File: config.mk
export PLATFORM = sky130hd
export DESIGN_NAME = uart_report_sender
export DESIGN_NICKNAME = d
export VERILOG_FILES = /design/src/rtl/uart_report_sender.sv
export SDC_FILE = /design/constraint.sdc
export NUM_CORES = 1
export LEC_CHECK = 0
export ABC_AREA = 1
export CORE_MARGIN = 2
export CORE_UTILIZATION = 40
export DETAILED_ROUTE_END_ITERATION = 10
export SETUP_SLACK_MARGIN = 0.05
export SYNTH_ARGS = -nofsm -noshare
export SYNTH_HDL_FRONTEND = slang
export SYNTH_SLANG_ARGS = --single-unit
File: constraint.sdc
create_clock -name clk -period 8.1 [get_ports clk]
set_input_delay 1.215 -clock clk [delete_from_list [all_inputs] [get_ports clk]]
set_output_delay 1.215 -clock clk [all_outputs]
set_load 0.05 [all_outputs]
File: src/rtl/uart_report_sender.sv
// Builds VT100 replies (DSR status, cursor position, device attributes) and
// feeds them byte-by-byte to the async transmitter using a start/busy handshake.
module uart_report_sender #(
  parameter logic [7:0] DA_CLASS   = 8'h32,
  parameter int         MAX_DIGITS = 3
) (
  input  logic       clk,
  input  logic       rst,
  input  logic       reqStatus,
  input  logic       reqCursor,
  input  logic       reqIdentify,
  input  logic [7:0] cursorRow,
  input  logic [7:0] cursorCol,
  input  logic       txBusy,
  output logic       txStart,
  output logic [7:0] txData,
  output logic       busy
);

  localparam int BCD_W = 4 * MAX_DIGITS;

  typedef enum logic [2:0] {
    S_IDLE, S_CONVERT, S_LOAD, S_STROBE, S_WAIT_BUSY, S_WAIT_IDLE
  } state_t;

  typedef enum logic [1:0] {K_STATUS, K_IDENT, K_CURSOR} kind_t;

  state_t             r_state, w_next;
  kind_t              r_kind;
  logic               r_pendStatus, r_pendCursor, r_pendIdent;
  logic               w_takeStatus, w_takeCursor, w_takeIdent;
  logic [8:0]         r_binRow, r_binCol;
  logic [BCD_W-1:0]   r_bcdRow, r_bcdCol;
  logic [3:0]         r_cnt, r_idx;
  logic [7:0]         r_txData, w_byte;
  logic [3:0]         w_len, w_rowLen, w_colLen;
  logic               w_last;

  function automatic logic [BCD_W-1:0] dabbleStep(input logic [BCD_W-1:0] bcd,
                                                  input logic bitIn);
    logic [BCD_W-1:0] adj;
    for (int d = 0; d < MAX_DIGITS; d++) begin
      adj[4*d +: 4] = (bcd[4*d +: 4] >= 4'd5) ? bcd[4*d +: 4] + 4'd3 : bcd[4*d +: 4];
    end
    return BCD_W'({adj, bitIn});
  endfunction

  function automatic logic [3:0] digitLen(input logic [BCD_W-1:0] bcd);
    if (bcd[11:8] != 4'd0)     return 4'd3;
    else if (bcd[7:4] != 4'd0) return 4'd2;
    else                       return 4'd1;
  endfunction

  // k counts from the most significant displayed digit
  function automatic logic [7:0] digitChar(input logic [BCD_W-1:0] bcd,
                                           input logic [3:0] len,
                                           input logic [3:0] k);
    logic [3:0] pos;
    pos = len - 4'd1 - k;
    return {4'h3, bcd[4*pos +: 4]};
  endfunction

  always_comb begin
    w_byte   = 8'h00;
    w_len    = 4'd1;
    w_rowLen = digitLen(r_bcdRow);
    w_colLen = digitLen(r_bcdCol);
    case (r_kind)
      K_STATUS: begin
        w_len = 4'd4;
        case (r_idx)
          4'd0:    w_byte = 8'h1B;
          4'd1:    w_byte = 8'h5B;
          4'd2:    w_byte = 8'h30;
          default: w_byte = 8'h6E;
        endcase
      end
      K_IDENT: begin
        w_len = 4'd7;
        case (r_idx)
          4'd0:    w_byte = 8'h1B;
          4'd1:    w_byte = 8'h5B;
          4'd2:    w_byte = 8'h3F;
          4'd3:    w_byte = 8'h31;
          4'd4:    w_byte = 8'h3B;
          4'd5:    w_byte = DA_CLASS;
          default: w_byte = 8'h63;
        endcase
      end
      default: begin
        w_len = 4'd4 + w_rowLen + w_colLen;
        if (r_idx == 4'd0)                             w_byte = 8'h1B;
        else if (r_idx == 4'd1)                        w_byte = 8'h5B;
        else if (r_idx < 4'd2 + w_rowLen)              w_byte = digitChar(r_bcdRow, w_rowLen, r_idx - 4'd2);
        else if (r_idx == 4'd2 + w_rowLen)             w_byte = 8'h3B;
        else if (r_idx < 4'd3 + w_rowLen + w_colLen)   w_byte = digitChar(r_bcdCol, w_colLen, r_idx - 4'd3 - w_rowLen);
        else                                           w_byte = 8'h52;
      end
    endcase
    w_last = (r_idx == w_len - 4'd1);
  end

  always_ff @(posedge clk or negedge rst) begin
    if (!rst) r_state <= S_IDLE;
    else      r_state <= w_next;
  end

  always_comb begin
    w_next       = r_state;
    w_takeStatus = 1'b0;
    w_takeCursor = 1'b0;
    w_takeIdent  = 1'b0;
    txStart      = 1'b0;
    case (r_state)
      S_IDLE: begin
        if (r_pendCursor) begin
          w_takeCursor = 1'b1;
          w_next       = S_CONVERT;
        end else if (r_pendStatus) begin
          w_takeStatus = 1'b1;
          w_next       = S_LOAD;
        end else if (r_pendIdent) begin
          w_takeIdent  = 1'b1;
          w_next       = S_LOAD;
        end
      end
      S_CONVERT:   if (r_cnt == 4'd8) w_next = S_LOAD;
      S_LOAD:      if (!txBusy) w_next = S_STROBE;
      S_STROBE: begin
        txStart = 1'b1;
        w_next  = S_WAIT_BUSY;
      end
      S_WAIT_BUSY: if (txBusy) w_next = S_WAIT_IDLE;
      S_WAIT_IDLE: if (!txBusy) w_next = w_last ? S_IDLE : S_LOAD;
      default:     w_next = S_IDLE;
    endcase
  end

  // A pulse on an already-pending type merges into it; acceptance clears it.
  always_ff @(posedge clk or negedge rst) begin
    if (!rst) begin
      r_pendStatus <= 1'b0;
      r_pendCursor <= 1'b0;
      r_pendIdent  <= 1'b0;
      r_kind       <= K_STATUS;
      r_binRow     <= '0;
      r_binCol     <= '0;
      r_bcdRow     <= '0;
      r_bcdCol     <= '0;
      r_cnt        <= '0;
      r_idx        <= '0;
      r_txData     <= 8'h00;
    end else begin
      r_pendStatus <= (r_pendStatus | reqStatus)   & ~w_takeStatus;
      r_pendCursor <= (r_pendCursor | reqCursor)   & ~w_takeCursor;
      r_pendIdent  <= (r_pendIdent  | reqIdentify) & ~w_takeIdent;
      case (r_state)
        S_IDLE: begin
          r_idx <= '0;
          r_cnt <= '0;
          if (w_takeCursor) begin
            r_kind   <= K_CURSOR;
            r_binRow <= {1'b0, cursorRow} + 9'd1;
            r_binCol <= {1'b0, cursorCol} + 9'd1;
            r_bcdRow <= '0;
            r_bcdCol <= '0;
          end else if (w_takeStatus) begin
            r_kind <= K_STATUS;
          end else if (w_takeIdent) begin
            r_kind <= K_IDENT;
          end
        end
        S_CONVERT: begin
          r_bcdRow <= dabbleStep(r_bcdRow, r_binRow[8]);
          r_bcdCol <= dabbleStep(r_bcdCol, r_binCol[8]);
          r_binRow <= {r_binRow[7:0], 1'b0};
          r_binCol <= {r_binCol[7:0], 1'b0};
          r_cnt    <= r_cnt + 4'd1;
        end
        S_LOAD:      if (!txBusy) r_txData <= w_byte;
        S_WAIT_IDLE: if (!txBusy && !w_last) r_idx <= r_idx + 4'd1;
        default: ;
      endcase
    end
  end

  assign txData = r_txData;
  assign busy   = (r_state != S_IDLE) | r_pendStatus | r_pendCursor | r_pendIdent;

endmodule

==> flow_metrics.py, run 1 <==
metrics = {
    "setup_path": {
        "path_max_fanout": 6,
        "crit_type": "register to register",
        "cp-end-kind": "register",
        "crit_path_cell_trace": "inv_1, ha_1, inv_1, or2_2, nor2_1, inv_1, nor2_1, inv_1, ha_1, xnor2_1, ha_1, ha_1, inv_1, fa_1, nand3_1, nand3_1, nor2_1, nand2_1, nand2_1, nand2_1, nand2_1, nand2_1, a21oi_1",
        "required_ns": 8.37,
        "cpLargestDelayFamily": "simple AND/OR/NAND/NOR gates",
        "r2r-end": "txData[0]",
        "rr_startpoint": "r_bcdRow[4]",
        "crit_buf_inv": 5,
        "timing.critical_path.arrival_ns": 4.08,
        "r2r_cells": 23,
        "critPathLaunchType": "register",
        "cp_slowest_cell": "dfrtp_1",
        "rrSetupSlack_ns": 4.29,
        "worst_path_largest_cell_delay_ns": 0.40,
    },
    "drt": {
        "route.vias.total": 3998,
        "drc": 0,
        "routed_wirelength_um": 10560,
        "wl_per_cell_um": 13.43,
        "viasPerCell": 5.087,
        "antenna_left": 0,
        "firstDrtPassIters": 4,
        "initialDrtViolationCount": 170,
    },
    "final_layout": {
        "final_common_cell": "nand2_1",
        "fin_util_pct": 47.22,
        "layout_common_cells": "nand2_1 (115), inv_1 (95), dfrtp_1 (65)",
        "num_antenna_cells": 0,
        "layout-drive-gt1-share_pct": 9.487,
        "fillCellCount": 1126,
        "multiInputGateArea_um2": 2670,
        "regArea_um2": 1627,
        "fin_nets": 705,
        "area_growth_pct": 14.12,
    },
    "global_route": {
        "antenna_found_initial": 0,
        "grt_pass1_vias": 4046,
        "grt_max_degree": 66,
        "grt_overflow": 0,
        "track_usage_pct": 18.08,
        "grt_pass1_wl_um": 18730,
    },
    "timing": {
        "tightest_slew_ns": 0.8460,
        "finalHoldViolations": 0,
        "slew_viol_final": 0,
        "finalWorstSetupSlack_ns": 4.288,
        "setup_viol_count_final": 0,
        "grt_setup_unrepaired": "false",
        "skew_ns": 0.01071,
        "finalCriticalPeriod_ns": 3.812,
        "timing.fmax_mhz": 262.3,
        "relSlewSlack_pct": 43.60,
        "period_share_pct": 47.06,
        "final.setup.tns_ns": 0,
    },
    "synth": {
        "seq_area_frac_synth_pct": 33.99,
        "yosysUniqueCellTypes": 49,
        "ys_seq_elements": 65,
        "yosys_warnings": 0,
        "synth_largest_area_cell": "dfrtp_1",
        "synthTopCellsByArea": "dfrtp_1 (34%), ha_1 (11%), nand2_1 (9.0%), inv_1 (7.5%), nand3_1 (4.5%)",
        "postSynthNetCount": 675,
        "syn_area_per_cell_um2": 7.871,
        "synthCells": 608,
        "syn-cell-area_um2": 4786,
        "yosys.area.top_type_share_pct": 33.99,
    },
    "floorplan": {
        "rows": 39,
        "start_util_pct": 41.38,
        "die_w_um": 113.4,
        "io-pin-count": 32,
        "core_area_um2": 11560,
        "dieHeight_um": 113.4,
        "dieArea_um2": 12860,
    },
    "cts": {
        "cts_resized": 0,
        "cts_hold_buffers": 0,
        "cts_buffers": 9,
        "cts_buffer_depth": 2,
        "clock-root-buffer": "clkbuf_16",
        "htree_levels": 3,
        "clock_sinks": 65,
        "clk_latency_ns": 0.35,
        "clkTransAtPathRegs_ns": 0.05,
        "post-cts-setup-buffers": 0,
        "cts_tree": "yes",
    },
    "power_and_ir_drop": {
        "ir_drop_mv": 0.2223,
        "power.density_nw_per_um2": 334.4,
        "p_leak_nw": 2.659,
    },
    "placed_design": {
        "post-place-ws_ns": 4.279,
        "port_buffers": 30,
        "hpwl_um": 7732,
        "gp_congestion": 0.8984,
    },
    "min_path": {
        "min_to": "txData[4]",
        "holdCritStartpoint": "txData[4]",
        "hold_class": "register to register",
        "hold_depth": 2,
    },
    "run_status": {
        "status": "completed",
    },
    "job": {
        "drv_cap": 0,
    },
}
==> per-stage QoR <==
step / area, um^2 / instances / total power [mW] / hold WS, ns
6_report: 5461 / 786 / 1.826 / 0.4872
5_1_grt: 5461 / 786 / 2.003 / 0.5148
4_1_cts: 5461 / 786 / 1.851 / 0.4862
3_5_place_dp: 5177 / 770 / 1.464 / 0.4721
3_3_place_gp: 5177 / 770 / 1.444 / 0.4651
2_1_floorplan: 4786 / 608 / 1.247 / 0.4524
==> power breakdown <==
group	switching (mW)	total, mW	leakage, nW	internal, mW
registers	0.0814	0.512	0.847	0.431
logic	0.619	0.938	1.68	0.319
clock network	0.151	0.376	0.132	0.225
==> kinds of logic after synthesis <==
family | synth area share, %
xor gates and xnor gates | 4.392
AOI/OAI and AO/OA | 15.58
DFF | 33.99
adders and majority gates | 12.39
other | 0.07836
buffers and inverters | 10.22
and+or+nand+nor | 23.35
==> cell usage after synthesis, drive strengths merged <==
cell	n
or2	10
buf	12
ha	41
a221o	1
xnor2	7
inv	105
nand4	2
a32o	2
o32ai	4
nor3	4
fa	4
o21ai	58
nand2	121
nor4	1
o221ai	5
nor3b	1
o21bai	2
dfrtp	65
o311ai	1
a22oi	1
o2111ai	1
nor2	55
nand3b	1
a21boi	1
o22ai	10
o211ai	6
xor2	17
conb	1
a21oi	21
a21o	1
nand3	45
a31oi	1
o2111a	1
==> layout make-up <==
| cell class | count | area share, % |
|---|---|---|
| multi-input combinational | 426 | 48.89 |
| timing repair buffer | 31 | 5.544 |
| clock buffer | 13 | 4.765 |
| sequential | 65 | 29.78 |
| tap | 143 | 3.276 |
| clock inverter | 3 | 0.4353 |
| inverter | 105 | 7.308 |
==> per-layer routing <==
layer / GRT usage (%) / wire (um)
met1: 23.20 / 5019
met2: 29.42 / 4950
met3: 4.091 / 341
met4: 7.805 / 248
met5: 0 / 0
==> registers in the layout, summed over array words and instances, names as in the netlist, 2 cells and up <==
signal    cells
r_cnt         4
r_state       3
r_idx         4
r_binRow      9
r_binCol      9
r_bcdCol     12
txData        7
r_bcdRow     12
r_kind        2
==> worst max-delay path by stage <==
stage,start,to,depth (start not counted)
after floorplan,r_bcdRow[4],txData[1],22
after global placement,r_bcdRow[4],txData[0],22
after detailed placement,r_bcdRow[4],txData[0],23
after CTS,r_bcdRow[4],txData[0],23
after global routing,r_bcdRow[4],txData[0],23
final,r_bcdRow[4],txData[0],23
==> worst register-to-register path: cells and delay by family, from the launching register on <==
family	cells	cell delay (ns)
AND/OR/NAND/NOR	11	1.34
adder cells (fa/ha/maj)	5	1.32
buffers and inverters	5	0.43
flip-flops	1	0.40
XOR/XNOR	1	0.14
AO/OA/AOI/OAI	1	0.12
Power figures use the tool's default switching activity.
==> run 2: changes to the inputs <==
==> constraint.sdc (replaced) <==
create_clock -name clk -period 3.4 [get_ports clk]
set_input_delay 0.51 -clock clk [delete_from_list [all_inputs] [get_ports clk]]
set_output_delay 0.51 -clock clk [all_outputs]
set_load 0.05 [all_outputs]
==> run 2 against run 1 <==
Sequential share of layout area decreased by 1.4 points. Non-clock buffer count increased by 16. Core utilization increased by 2.3 points. Clock-buffer cell count decreased by 2. Global-route usage decreased by 0.41 points. Combinational power increased to 2.6 times the previous value. Maximum frequency increased by 19%. Critical endpoint unchanged. Highest routed layer unchanged.
==> flow_metrics.py, run 2 (synthesis results as in run 1) <==
metrics = {
    "floorplan": {
        "dieHeight_um": 113.4,
        "io-pin-count": 32,
        "dieArea_um2": 12860,
        "rows": 39,
        "core_area_um2": 11560,
        "start_util_pct": 41.38,
        "die_w_um": 113.4,
    },
    "final_layout": {
        "final_common_cell": "nand2_1",
        "final_cells": 801,
        "area_growth_pct": 19.69,
        "fillCellCount": 1112,
        "num_antenna_cells": 0,
        "layout-drive-gt1-share_pct": 16.57,
        "regArea_um2": 1627,
        "multiInputGateArea_um2": 2796,
        "fin_nets": 721,
        "layout_common_cells": "nand2_1 (115), inv_1 (83), dfrtp_1 (65)",
        "reg.largest.list": "r_bcdCol: 12 flops, r_bcdRow: 12 flops",
    },
    "run_status": {
        "status": "completed",
    },
    "placed_design": {
        "port_buffers": 30,
        "hpwl_um": 7807,
        "gp_congestion": 0.8217,
        "post-place-cells": 778,
    },
    "setup_path": {
        "timing.critical_path.arrival_ns": 3.48,
        "rrSetupSlack_ns": 0.19,
        "crit_type": "register to register",
        "path_max_fanout": 3,
        "rr_startpoint": "r_bcdRow[5]",
        "critPathLaunchType": "register",
        "r2r_cells": 22,
        "cp-end-kind": "register",
        "required_ns": 3.67,
        "r2r-end": "txData[0]",
    },
    "timing": {
        "period_share_pct": 94.38,
        "finalCriticalPeriod_ns": 3.209,
        "grt_setup_unrepaired": "true",
        "finalHoldViolations": 0,
        "tightest_slew_ns": 0.9948,
        "skew_ns": 0.006500,
        "whs_ns": 0.3400,
        "final.setup.tns_ns": 0,
        "timing.fmax_mhz": 311.6,
        "slew_viol_final": 0,
        "setup_viol_count_final": 0,
        "relSlewSlack_pct": 33.68,
    },
    "global_route": {
        "grt_max_degree": 45,
        "grt_overflow": 0,
        "antenna_found_initial": 0,
        "grt_pass1_wl_um": 18220,
        "grt_pass1_vias": 4028,
        "track_usage_pct": 17.66,
    },
    "cts": {
        "clkTransAtPathRegs_ns": 0.06,
        "clk_latency_ns": 0.34,
        "clock_sinks": 65,
        "cts_tree": "yes",
        "cts_buffer_depth": 2,
        "cts_buffers": 9,
        "htree_levels": 3,
        "clock-root-buffer": "clkbuf_16",
    },
    "drt": {
        "firstDrtPassIters": 5,
        "route.vias.total": 4080,
        "wl_per_cell_um": 13.42,
        "viasPerCell": 5.094,
        "routed_wirelength_um": 10750,
        "antenna_left": 0,
        "drc": 0,
        "initialDrtViolationCount": 199,
    },
    "job": {
        "drv_cap": 0,
    },
    "power_and_ir_drop": {
        "p_leak_nw": 2.750,
        "ir_drop_mv": 0.4776,
        "total_power_mw": 4.583,
        "power.density_nw_per_um2": 800.1,
    },
    "min_path": {
        "hold_class": "primary input to asynchronous set/reset pin",
    },
}
==> run 2: cell types whose count changed in the layout (fill, tap and decap cells not counted), sizes merged <==
cell	delta
buf	+16
clkbuf	-2
clkinv	+1
clkinvlp	-1
bufinv	+1
==> run 2: worst max-delay path by stage <==
stage	start	end	slack [ns]	cells past startpoint
floorplan	r_bcdRow[4]	txData[1]	0.11	22
global placement	r_bcdRow[4]	txData[3]	0.11	20
detailed placement	r_bcdRow[4]	txData[3]	0.04	20
CTS	r_bcdRow[4]	txData[3]	0.06	20
global route	r_bcdRow[4]	txData[3]	0.003	20
finish	r_bcdRow[5]	txData[0]	0.19	22
==> run 2: worst max-delay path: stages, from the launching register on <==
cell,delay [ns]
dfrtp_1,0.37
inv_1,0.11
ha_4,0.14
inv_2,0.03
or2_4,0.24
nor2_4,0.15
inv_2,0.06
nor2_4,0.09
inv_2,0.06
ha_4,0.23
xnor2_2,0.13
ha_1,0.28
ha_2,0.17
inv_2,0.04
fa_2,0.52
nand3_2,0.08
nor2_1,0.09
nand2_1,0.05
nand2_1,0.06
nand2_1,0.05
nand2_1,0.05
nand2_1,0.06
a21oi_2,0.11
==> run 2: report_power, final <==
part / switching [mW] / leakage, nW / internal, mW
sequential: 0.195 / 0.847 / 1.03
combinational: 1.55 / 1.76 / 0.849
clock: 0.362 / 0.148 / 0.605
total: 2.10 / 2.75 / 2.48
==> run 2: layout make-up <==
cell class	instances	share of cell area, %
Clock buffer	11	4.412
Clock inverter	4	0.8956
Inverter	105	6.968
Multi-Input combinational cell	426	48.82
Sequential cell	65	28.40
Tap cell	143	3.124
Timing Repair Buffer	47	7.383
==> run 2: repair_timing <==
item	in CTS	in global routing
cloned	0	0
setup endpoints to repair	4	11
hold buffers	0	0
pin swaps	0	7
gates resized for setup	1	38
buffers inserted	0	8
==> run 2: stage by stage <==
| step | worst slack, ns | area (um^2) | utilization [%] |
|---|---|---|---|
| global route | 0.002673 | 5728 | 49.53 |
| global placement | 0.1055 | 5245 | 45.35 |
| detailed placement | 0.03589 | 5245 | 45.35 |
| floorplan | 0.1054 | 4793 | - |
| finish | 0.1909 | 5728 | 49.53 |
| CTS | 0.05867 | 5552 | 48.00 |
==> run 2: per-layer routing <==
layer  track usage (%)  wire, um  vias to the layer above
li1                  -         -                     2070
met1             22.95      5110                     1925
met2             28.18      4979                       65
met3             4.516       373                       20
met4             7.317       282                        0
met5                 0         0                        -
